`src/rtl/fp32_pkg.sv`:
```
// FP32 field layout, per-result classification and the buffered entry format.
package fp32_pkg;

    localparam int FP32_EXP_MSB = 30;
    localparam int FP32_EXP_LSB = 23;
    localparam int FP32_MAN_MSB = 22;
    localparam logic [7:0] FP32_EXP_ALL_ONES = 8'hFF;

    // Field order puts nan in bit 3 and subnormal in bit 0.
    typedef struct packed {
        logic nan;
        logic inf;
        logic zero;
        logic subnormal;
    } fp_class_t;

    // One buffered result: class flags above the raw 32-bit pattern.
    typedef struct packed {
        fp_class_t   cls;
        logic [31:0] data;
    } fp_entry_t;

    // At most one flag is set; normal numbers set none. Sign is ignored.
    function automatic fp_class_t fp32_classify(input logic [31:0] value);
        logic [7:0]            exp_f;
        logic [FP32_MAN_MSB:0] man_f;
        fp_class_t             cls;
        exp_f         = value[FP32_EXP_MSB:FP32_EXP_LSB];
        man_f         = value[FP32_MAN_MSB:0];
        cls.nan       = (exp_f == FP32_EXP_ALL_ONES) && (man_f != '0);
        cls.inf       = (exp_f == FP32_EXP_ALL_ONES) && (man_f == '0);
        cls.zero      = (exp_f == '0) && (man_f == '0);
        cls.subnormal = (exp_f == '0) && (man_f != '0);
        return cls;
    endfunction

endpackage

```
`src/rtl/mult_result_buffer_if.sv`:
```
// Producer/consumer/status signals of the multiplier result buffer.
interface mult_result_buffer_if #(
    parameter int DEPTH = 8
) ();
    logic                     valid_in;
    logic [31:0]              data_in;
    logic                     out_valid;
    logic                     out_ready;
    logic [31:0]              out_data;
    logic [3:0]               out_flags;
    logic [$clog2(DEPTH):0]   count;
    logic                     overflow;
    logic                     clear_overflow;

    // Environment side: drives the multiplier stream and the consumer ready.
    modport master (
        output valid_in, data_in, out_ready, clear_overflow,
        input  out_valid, out_data, out_flags, count, overflow
    );

    // Buffer side.
    modport slave (
        input  valid_in, data_in, out_ready, clear_overflow,
        output out_valid, out_data, out_flags, count, overflow
    );
endinterface

```
`src/rtl/sync_fifo_fwft.sv`:
```
// First-word-fall-through synchronous FIFO. Pointers carry one extra wrap bit
// so full and empty are distinguished without a separate flag.
module sync_fifo_fwft #(
    parameter int DEPTH = 8,
    parameter int W     = 36
) (
    input  logic                    clk,
    input  logic                    reset,
    input  logic                    push_valid,
    input  logic [W-1:0]            push_data,
    input  logic                    pop_ready,
    output logic                    pop_valid,
    output logic [W-1:0]            pop_data,
    output logic [$clog2(DEPTH):0]  count,
    output logic                    dropped
);
    localparam int         AW  = $clog2(DEPTH);
    localparam logic [AW:0] ONE = (AW + 1)'(1);

    logic [AW:0]  wr_ptr_q, wr_ptr_d;
    logic [AW:0]  rd_ptr_q, rd_ptr_d;
    logic [AW:0]  count_q, count_d;
    logic [W-1:0] mem_q [DEPTH];
    logic         full;
    logic         do_push;
    logic         do_pop;

    assign full      = (wr_ptr_q[AW] != rd_ptr_q[AW]) &&
                       (wr_ptr_q[AW-1:0] == rd_ptr_q[AW-1:0]);
    assign pop_valid = (count_q != '0);
    assign do_pop    = pop_valid && pop_ready;
    // A pop in the same cycle frees the slot, so a full FIFO still accepts.
    assign do_push   = push_valid && (!full || do_pop);
    assign dropped   = push_valid && !do_push;
    assign pop_data  = mem_q[rd_ptr_q[AW-1:0]];
    assign count     = count_q;

    // Next-state pointers and occupancy.
    always_comb begin
        // NOTE: every output gets a default first so no path leaves it unassigned (no latch).
        wr_ptr_d = wr_ptr_q;
        rd_ptr_d = rd_ptr_q;
        count_d  = count_q;
        if (do_push) wr_ptr_d = wr_ptr_q + ONE;
        if (do_pop)  rd_ptr_d = rd_ptr_q + ONE;
        case ({do_push, do_pop})
            2'b10:   count_d = count_q + ONE;
            2'b01:   count_d = count_q - ONE;
            default: count_d = count_q;
        endcase
    end

    // Pointer and occupancy registers.
    always_ff @(posedge clk or negedge reset) begin
        // NOTE: sequential state uses non-blocking assignment so all flops update together.
        if (!reset) begin
            wr_ptr_q <= '0;
            rd_ptr_q <= '0;
            count_q  <= '0;
        end else begin
            wr_ptr_q <= wr_ptr_d;
            rd_ptr_q <= rd_ptr_d;
            count_q  <= count_d;
        end
    end

    // Storage write port.
    always_ff @(posedge clk) begin
        // NOTE: storage is deliberately not reset; the pointers alone define valid contents.
        if (do_push) mem_q[wr_ptr_q[AW-1:0]] <= push_data;
    end

endmodule

```
`src/rtl/mult_result_buffer.sv`:
```
// Buffers the multiplier result stream, tagging each result with its FP32
// class on entry, and flags any result lost because the buffer was full.
module mult_result_buffer
    import fp32_pkg::*;
#(
    parameter int DEPTH = 8,
    parameter int WIDTH = 32   // single-precision layout only; 32 is the sole legal value
) (
    input  logic                 clk,
    input  logic                 reset,
    mult_result_buffer_if.slave  bus
);
    fp_entry_t wr_entry;
    fp_entry_t rd_entry;
    logic      dropped;
    logic      overflow_q, overflow_d;

    assign wr_entry.cls  = fp32_classify(bus.data_in[WIDTH-1:0]);
    assign wr_entry.data = bus.data_in;

    sync_fifo_fwft #(
        .DEPTH (DEPTH),
        .W     ($bits(fp_entry_t))
    ) u_fifo (
        .clk        (clk),
        .reset      (reset),
        .push_valid (bus.valid_in),
        .push_data  (wr_entry),
        .pop_ready  (bus.out_ready),
        .pop_valid  (bus.out_valid),
        .pop_data   (rd_entry),
        .count      (bus.count),
        .dropped    (dropped)
    );

    assign bus.out_data  = rd_entry.data;
    assign bus.out_flags = rd_entry.cls;
    assign bus.overflow  = overflow_q;

    // Sticky overflow: a drop sets it and outranks a simultaneous clear.
    always_comb begin
        overflow_d = overflow_q;
        if (dropped)                 overflow_d = 1'b1;
        else if (bus.clear_overflow) overflow_d = 1'b0;
    end

    // Overflow register.
    always_ff @(posedge clk or negedge reset) begin
        if (!reset) overflow_q <= 1'b0;
        else        overflow_q <= overflow_d;
    end

endmodule

```
`src/flat_wrapper.sv`:
```
// flat-port wrapper written by rule: the top's interface ports become plain ports
module mult_result_buffer_flat import fp32_pkg::*;
#(
    parameter int DEPTH = 8,
    parameter int WIDTH = 32                                                              
)
  (clk, reset, bus_valid_in, bus_data_in, bus_out_ready, bus_clear_overflow, bus_out_valid, bus_out_data, bus_out_flags, bus_count, bus_overflow);
  mult_result_buffer_if #(.DEPTH(DEPTH)) bus_i ();
  input  logic clk;
  input  logic reset;
  input wire logic [$bits(bus_i.valid_in)-1:0] bus_valid_in;
  input wire logic [$bits(bus_i.data_in)-1:0] bus_data_in;
  input wire logic [$bits(bus_i.out_ready)-1:0] bus_out_ready;
  input wire logic [$bits(bus_i.clear_overflow)-1:0] bus_clear_overflow;
  output wire logic [$bits(bus_i.out_valid)-1:0] bus_out_valid;
  output wire logic [$bits(bus_i.out_data)-1:0] bus_out_data;
  output wire logic [$bits(bus_i.out_flags)-1:0] bus_out_flags;
  output wire logic [$bits(bus_i.count)-1:0] bus_count;
  output wire logic [$bits(bus_i.overflow)-1:0] bus_overflow;
  assign bus_i.valid_in = bus_valid_in;
  assign bus_i.data_in = bus_data_in;
  assign bus_i.out_ready = bus_out_ready;
  assign bus_i.clear_overflow = bus_clear_overflow;
  assign bus_out_valid = bus_i.out_valid;
  assign bus_out_data = bus_i.out_data;
  assign bus_out_flags = bus_i.out_flags;
  assign bus_count = bus_i.count;
  assign bus_overflow = bus_i.overflow;
  mult_result_buffer #(.DEPTH(DEPTH), .WIDTH(WIDTH)) u_core (.clk(clk), .reset(reset), .bus(bus_i));
endmodule
```
`config.mk`:
```
export PLATFORM = sky130hd
export DESIGN_NAME = mult_result_buffer_flat
export DESIGN_NICKNAME = d
export VERILOG_FILES = /design/src/rtl/fp32_pkg.sv /design/src/rtl/mult_result_buffer_if.sv /design/src/rtl/sync_fifo_fwft.sv /design/src/rtl/mult_result_buffer.sv /design/src/flat_wrapper.sv
export SDC_FILE = /design/constraint.sdc
export NUM_CORES = 1
export LEC_CHECK = 0
export CORE_AREA = 8 8 143 145
export CTS_CLUSTER_SIZE = 14
export DETAILED_ROUTE_END_ITERATION = 6
export DIE_AREA = 0 0 151 153
export DONT_BUFFER_PORTS = 1
export GPL_TIMING_DRIVEN = 0
export PLACE_DENSITY = 0.85
export SYNTH_ARGS = -nofsm -noshare
export SYNTH_HDL_FRONTEND = slang
export SYNTH_SLANG_ARGS = --single-unit
export TNS_END_PERCENT = 10
```
`constraint.sdc`:
```
create_clock -name clk -period 7.3 [get_ports clk]
set_input_delay 1.46 -clock clk [delete_from_list [all_inputs] [get_ports clk]]
set_output_delay 1.46 -clock clk [all_outputs]
set_load 0.05 [all_outputs]
```
# [Word level (Yosys, flattened, before mapping)]
# Memories as Yosys holds them, arrays and structs flattened.
# Index checks and enable logic that the tools add are counted.
[classes] addsub=4 eq_ne=5 n_mux=5 reduce_logical=17
[ops] cell="23-bit logical NOT" n=1
[ops] cell="23-bit nonzero test" n=1
[ops] cell="4-bit by 1-bit adder with 4-bit output (second input constant)" n=3
[ops] cell="8-bit == test (second input constant)" n=1
[ops] cell="1-bit logical AND" n=8
[ops] cell="8-bit logical NOT" n=1
[ops] cell="4-bit case mux with 2 select lines" n=1
[ops] cell="1-bit 2-to-1 mux" n=4
[ops] cell="2-bit nonzero test" n=2
[ops] cell="4-bit nonzero test" n=1
[ops] cell="4-bit by 1-bit subtractor with 4-bit output (second input constant)" n=1
[ops] cell="3-bit == test" n=1
[ops] cell="2-bit by 1-bit == test with 1-bit output (second input constant)" n=1
[ops] cell="2-bit == test (second input constant)" n=1
[ops] cell="1-bit logical NOT" n=2
[ops] cell="1-bit logical OR" n=1
[ops] cell="1-bit != test" n=1
[totals] regBits=13 ramBits=288 input_bits=37 n_memories=1
[mem_list] memory="u_core.u_fifo.mem_q" words=8 word_bits=36 rd=1 rd_clocked_by_memory_dff=0 wr=1 line_no="sync_fifo_fwft.sv:23" rtl="logic [W-1:0] mem_q [DEPTH];"

# [Depth between registers and ports, before layout]
[depth] ltp_word=8 mapped_depth=8 ltp_nobuf=8

# [Cells and area by module]
# From an unflattened synthesis, not the netlist that was laid out.
[unflattened] hier_cells=511 hier_area_um2=11777.5
[modules_own_cells] mod="sync_fifo_fwft" n_inst=1 cells_each=488 area_each_um2=11606.1 seq_area_each_um2=8948.6
[modules_own_cells] mod="mult_result_buffer" n_inst=1 cells_each=23 area_each_um2=171.4 seq_area_each_um2=25.0

# [Worst setup path before layout]
# OpenSTA, ideal clock, no wires.
[synth_timing] path_type="input-to-reg" from="input bus_out_ready" to="memory u_core.u_fifo.mem_q[4][0] (enable)" t_arrival_ns=5.236 path_slack_ns=1.545 cell_stages=4 path_cell_list="and2_1 -> buf_6 -> nor2_1 -> nor4_1"
[synth_via] elab_chain_cells=5
[synth_lines] element="from (decl)" line_no="flat_wrapper.sv:13" rtl="input wire logic [$bits(bus_i.out_ready)-1:0] bus_out_ready;"
[synth_lines] element="1-bit logical AND" line_no="sync_fifo_fwft.sv:31" rtl="assign do_pop = pop_valid && pop_ready;"
[synth_lines] element="1-bit logical OR" line_no="sync_fifo_fwft.sv:33" rtl="assign do_push = push_valid && (!full || do_pop);"
[synth_lines] element="1-bit logical AND" line_no="sync_fifo_fwft.sv:33"
[synth_lines] element="1-bit 2-to-1 mux" line_no="sync_fifo_fwft.sv:70" rtl="if (do_push) mem_q[wr_ptr_q[AW-1:0]] <= push_data;"
[synth_lines] element="1-bit 2-to-1 mux (implied by the code)" line_no="sync_fifo_fwft.sv:70"
[synth_lines] element="to (decl)" line_no="sync_fifo_fwft.sv:23"
# No other way between the ends.

# [Final worst setup path]
[layout_timing] from="register u_core.u_fifo.rd_ptr_q[1]" to="output bus_out_data[7]"
[layout_via] elab_chain_cells=1
[layout_lines] element="from (decl)" line_no="sync_fifo_fwft.sv:21" rtl="logic [AW:0] rd_ptr_q, rd_ptr_d;"
[layout_lines] element="from (signal assigned)" line_no="sync_fifo_fwft.sv:62" rtl="rd_ptr_q <= rd_ptr_d;"
[layout_lines] element="memory read 8 x 36 bit"
[layout_lines] element="to (decl)" line_no="flat_wrapper.sv:16" rtl="output wire logic [$bits(bus_i.out_data)-1:0] bus_out_data;"
# No other way between the ends.

==> metrics.cfg <==
[final_layout]
syn_to_final_growth_pct = 12.3
final_layout_size_suffix_gt1_share_pct = 32.5
fillCellCount = 1002
mostFrequentLayoutCell = edfxtp_1
nNetsFinal = 602
final_cells = 815
final_cell_mix = edfxtp_1, mux4_2, mux2_2
n_antenna_cell = 0
stdcell_area_um2 = 13100

[place]
dpl.hpwl_um = 14500
dpl.cell_count = 763
dp_worst_setup_slack_ns = 3.43
port-buffer-count = 0
gp_congestion = 0.732
place_area_um2 = 12300

[timing]
finalCriticalPeriod_ns = 4.47
layout_setup_ws_ns = 2.83
worst_pin_slew_ns = 1.07
fin_crit_sh_pct = 61.2
finClkSkew_ns = 0.0143
fmax_ghz = 0.224
slew_viol_final = 0
setup_viol = 0
hold_violations = 0
rsz0062_at_grt = false
max_slew_margin_pct = 28.3

[clock_tree]
cts_buffers = 29
cts.sinks = 301
clock_path_buffers = 3
cts_setup_buffers = 0
cts_hold_buf = 0
root_buffer = clkbuf_16
cts_resized = 0
clk-insertion-delay-late_ns = 0.54
cts_max_level = 1
cts_tree = built
clk_pin_slew_ns = 0.06

[routing]
firstDrtPassIters = 5
wl_um = 23800
routedWlPerCell_um = 29.2
vias = 5431
postRouteAntennaNets = 0
drt_first_iter_violations = 604
vias_per_cell = 6.66
drc = 0

[power]
p_int_mw = 3.65
power_leakage_nw = 4.20
pwr-share-comb_pct = 36.3
power.switching_mw = 2.14
p_per_area_nw_per_um2 = 442
p_clk_share_pct = 23.5
power.share.sequential_pct = 40.1
p_total_mw = 5.79
switching_share_pct = 37.0
vdd_drop_max_mv = 0.321

[worst_setup_path]
crit_chain = buf_1, clkbuf_1, mux4_2, mux2_2
crit_slowest_cell = clkbuf_1
path_depth = 4
r2r_setup_slack_ns = 3.89
reg2reg_depth = 7
crit_path_start = u_core.u_fifo.rd_ptr_q[1]
cp-end-kind = output pin
reg2reg_to = u_core.u_fifo.mem_q[4][10]
cp-start-kind = flop
crit_required_ns = 5.84
crit_buf_inv = 2
max_stage_delay_ns = 0.67
r2r_start = u_core.u_fifo.count[1]
crit_type = flop to output pin
crit_path_max_fanout = 10
arrival_ns = 3.01
cp_top_family = buffers and inverters

[synthesis]
yosys.area.top_type = edfxtp_1
synth_top_flop_cell = edfxtp_1
ys_warn_count = 0
syn_area_um2 = 11700
avgSynthCellArea_um2 = 22.9
synth_top_area_share_pct = 74.1
synth-seq-area-share_pct = 76.9
synth.area.top_cells = edfxtp_1, mux4_2, mux2_2
syn-instance-count = 510
syn-num-nets = 552
async_reset_ff_share_pct = 4.32
synthDistinctLibCells = 38
synth-edff-count = 288
synth-seq-cells = 301

[worst_hold_path]
min_from = u_core.u_fifo.wr_ptr_q[3]
whs_path_depth = 1
min_to = u_core.u_fifo.wr_ptr_q[3]
min_path_type = flop to flop

[floorplanning]
initial_utilization_pct = 63.9
dieArea_um2 = 23100
die_x_um = 151
core_area_um2 = 18300
num_rows = 50
dieHeight_um = 153
io_pins = 79

[run_status]
run_status = complete, no violations

[global_route]
grt_pass1_vias = 5855
top_usage_layer = met2
antenna_found_initial = 0
grt-ovfl-total = 0
grt_pass1_wl_um = 36100
gr-usage-met1_pct = 27.0
grtUsageTotal_pct = 21.1
grt_use_met3_pct = 5.20
grt_max_degree = 28
met2_usage_pct = 34.4

[run]
max-cap-violations = 0

[power groups by stage]
| stage | registers (mW) | logic [mW] | clock network [mW] |
|---|---|---|---|
| floorplan | 2.33 | 1.69 | 0 |
| detailed placement | 2.35 | 2.11 | 0 |
| CTS | 2.32 | 2.14 | 1.37 |
| global route | 2.34 | 2.21 | 1.44 |
| finish | 2.32 | 2.10 | 1.36 |
| global placement | 2.36 | 1.98 | 0 |
[synth_stat cells (all sizes together), types with 2 or more instances]
master and count:
a21o 3, and2 2, buf 11, clkbuf 11
dfrtp 13, edfxtp 288, ha 4, inv 4
mux2 38, mux4 72, nand2 9, nand2b 2
nand4 5, nor2 7, nor3 6, nor4 9
o21ai 2, xnor2 11, xor2 2
[cells by family (layout without fill, tap and decap cells)]
kind of cell | Yosys count | count (layout) | share of synthesized area [%]
adder cells (fa/ha/maj) | 5 | 5 | 0.600
AO/OA/AOI/OAI | 11 | 11 | 0.826
AND/OR/NAND/NOR | 43 | 43 | 2.04
flip-flops | 301 | 301 | 76.9
XOR/XNOR | 13 | 13 | 0.976
multiplexers | 111 | 111 | 17.7
buffers and inverters | 26 | 97 | 0.986
[flip-flops by register name, indices dropped and copies added, names as in the netlist]
name and count:
u_core.u_fifo.wr_ptr_q 4, u_core.u_fifo.rd_ptr_q 4, u_core.bus.overflow 1, u_core.u_fifo.count 4, u_core.u_fifo.mem_q 288
[how the worst max path moves through the flow]
stage                                      end  slack [ns]
global route                   bus_out_data[7]        2.72
finish                         bus_out_data[7]        2.83
detailed placement            bus_out_data[19]        3.43
CTS                            bus_out_data[7]        2.81
global placement    u_core.u_fifo.mem_q[4][20]       -1.23
floorplan            u_core.u_fifo.mem_q[4][0]        1.54
[routing by layer]
| metal | vias to the layer above | share of wire (%) |
|---|---|---|
| li1 | 2251 | - |
| met1 | 2847 | 38 |
| met2 | 281 | 51 |
| met3 | 52 | 8.4 |
| met4 | 0 | 3.0 |
| met5 | - | 0 |
[area by class of cell]
type / count / area [µm²] / area share (%)
flip-flops and latches: 301 / 8970 / 68.5
multi-input cells: 183 / 2630 / 20.0
clock buffers: 33 / 741 / 5.65
well taps: 234 / 293 / 2.23
repair buffers: 19 / 245 / 1.87
clock inverters: 19 / 114 / 0.869
plain buffers: 22 / 100 / 0.764
inverters: 4 / 15.0 / 0.115
[through the flow]
stage	hold slack (ns)	setup TNS, ns	util (%)
global route	0.522	0	71.8
floorplan	0.461	0	-
detailed placement	0.475	0	67.1
CTS	0.487	0	71.8
global placement	0.476	-44.04	65.5
finish	0.490	0	71.8
[worst register-to-register path: cells and delay by family, from the launching register on]
| kind | cells | cell delay, ns |
|---|---|---|
| simple gates | 4 | 1.72 |
| buf+inv | 3 | 0.69 |
| flops | 1 | 0.73 |
Note: power is estimated with default switching activity, not from simulation.
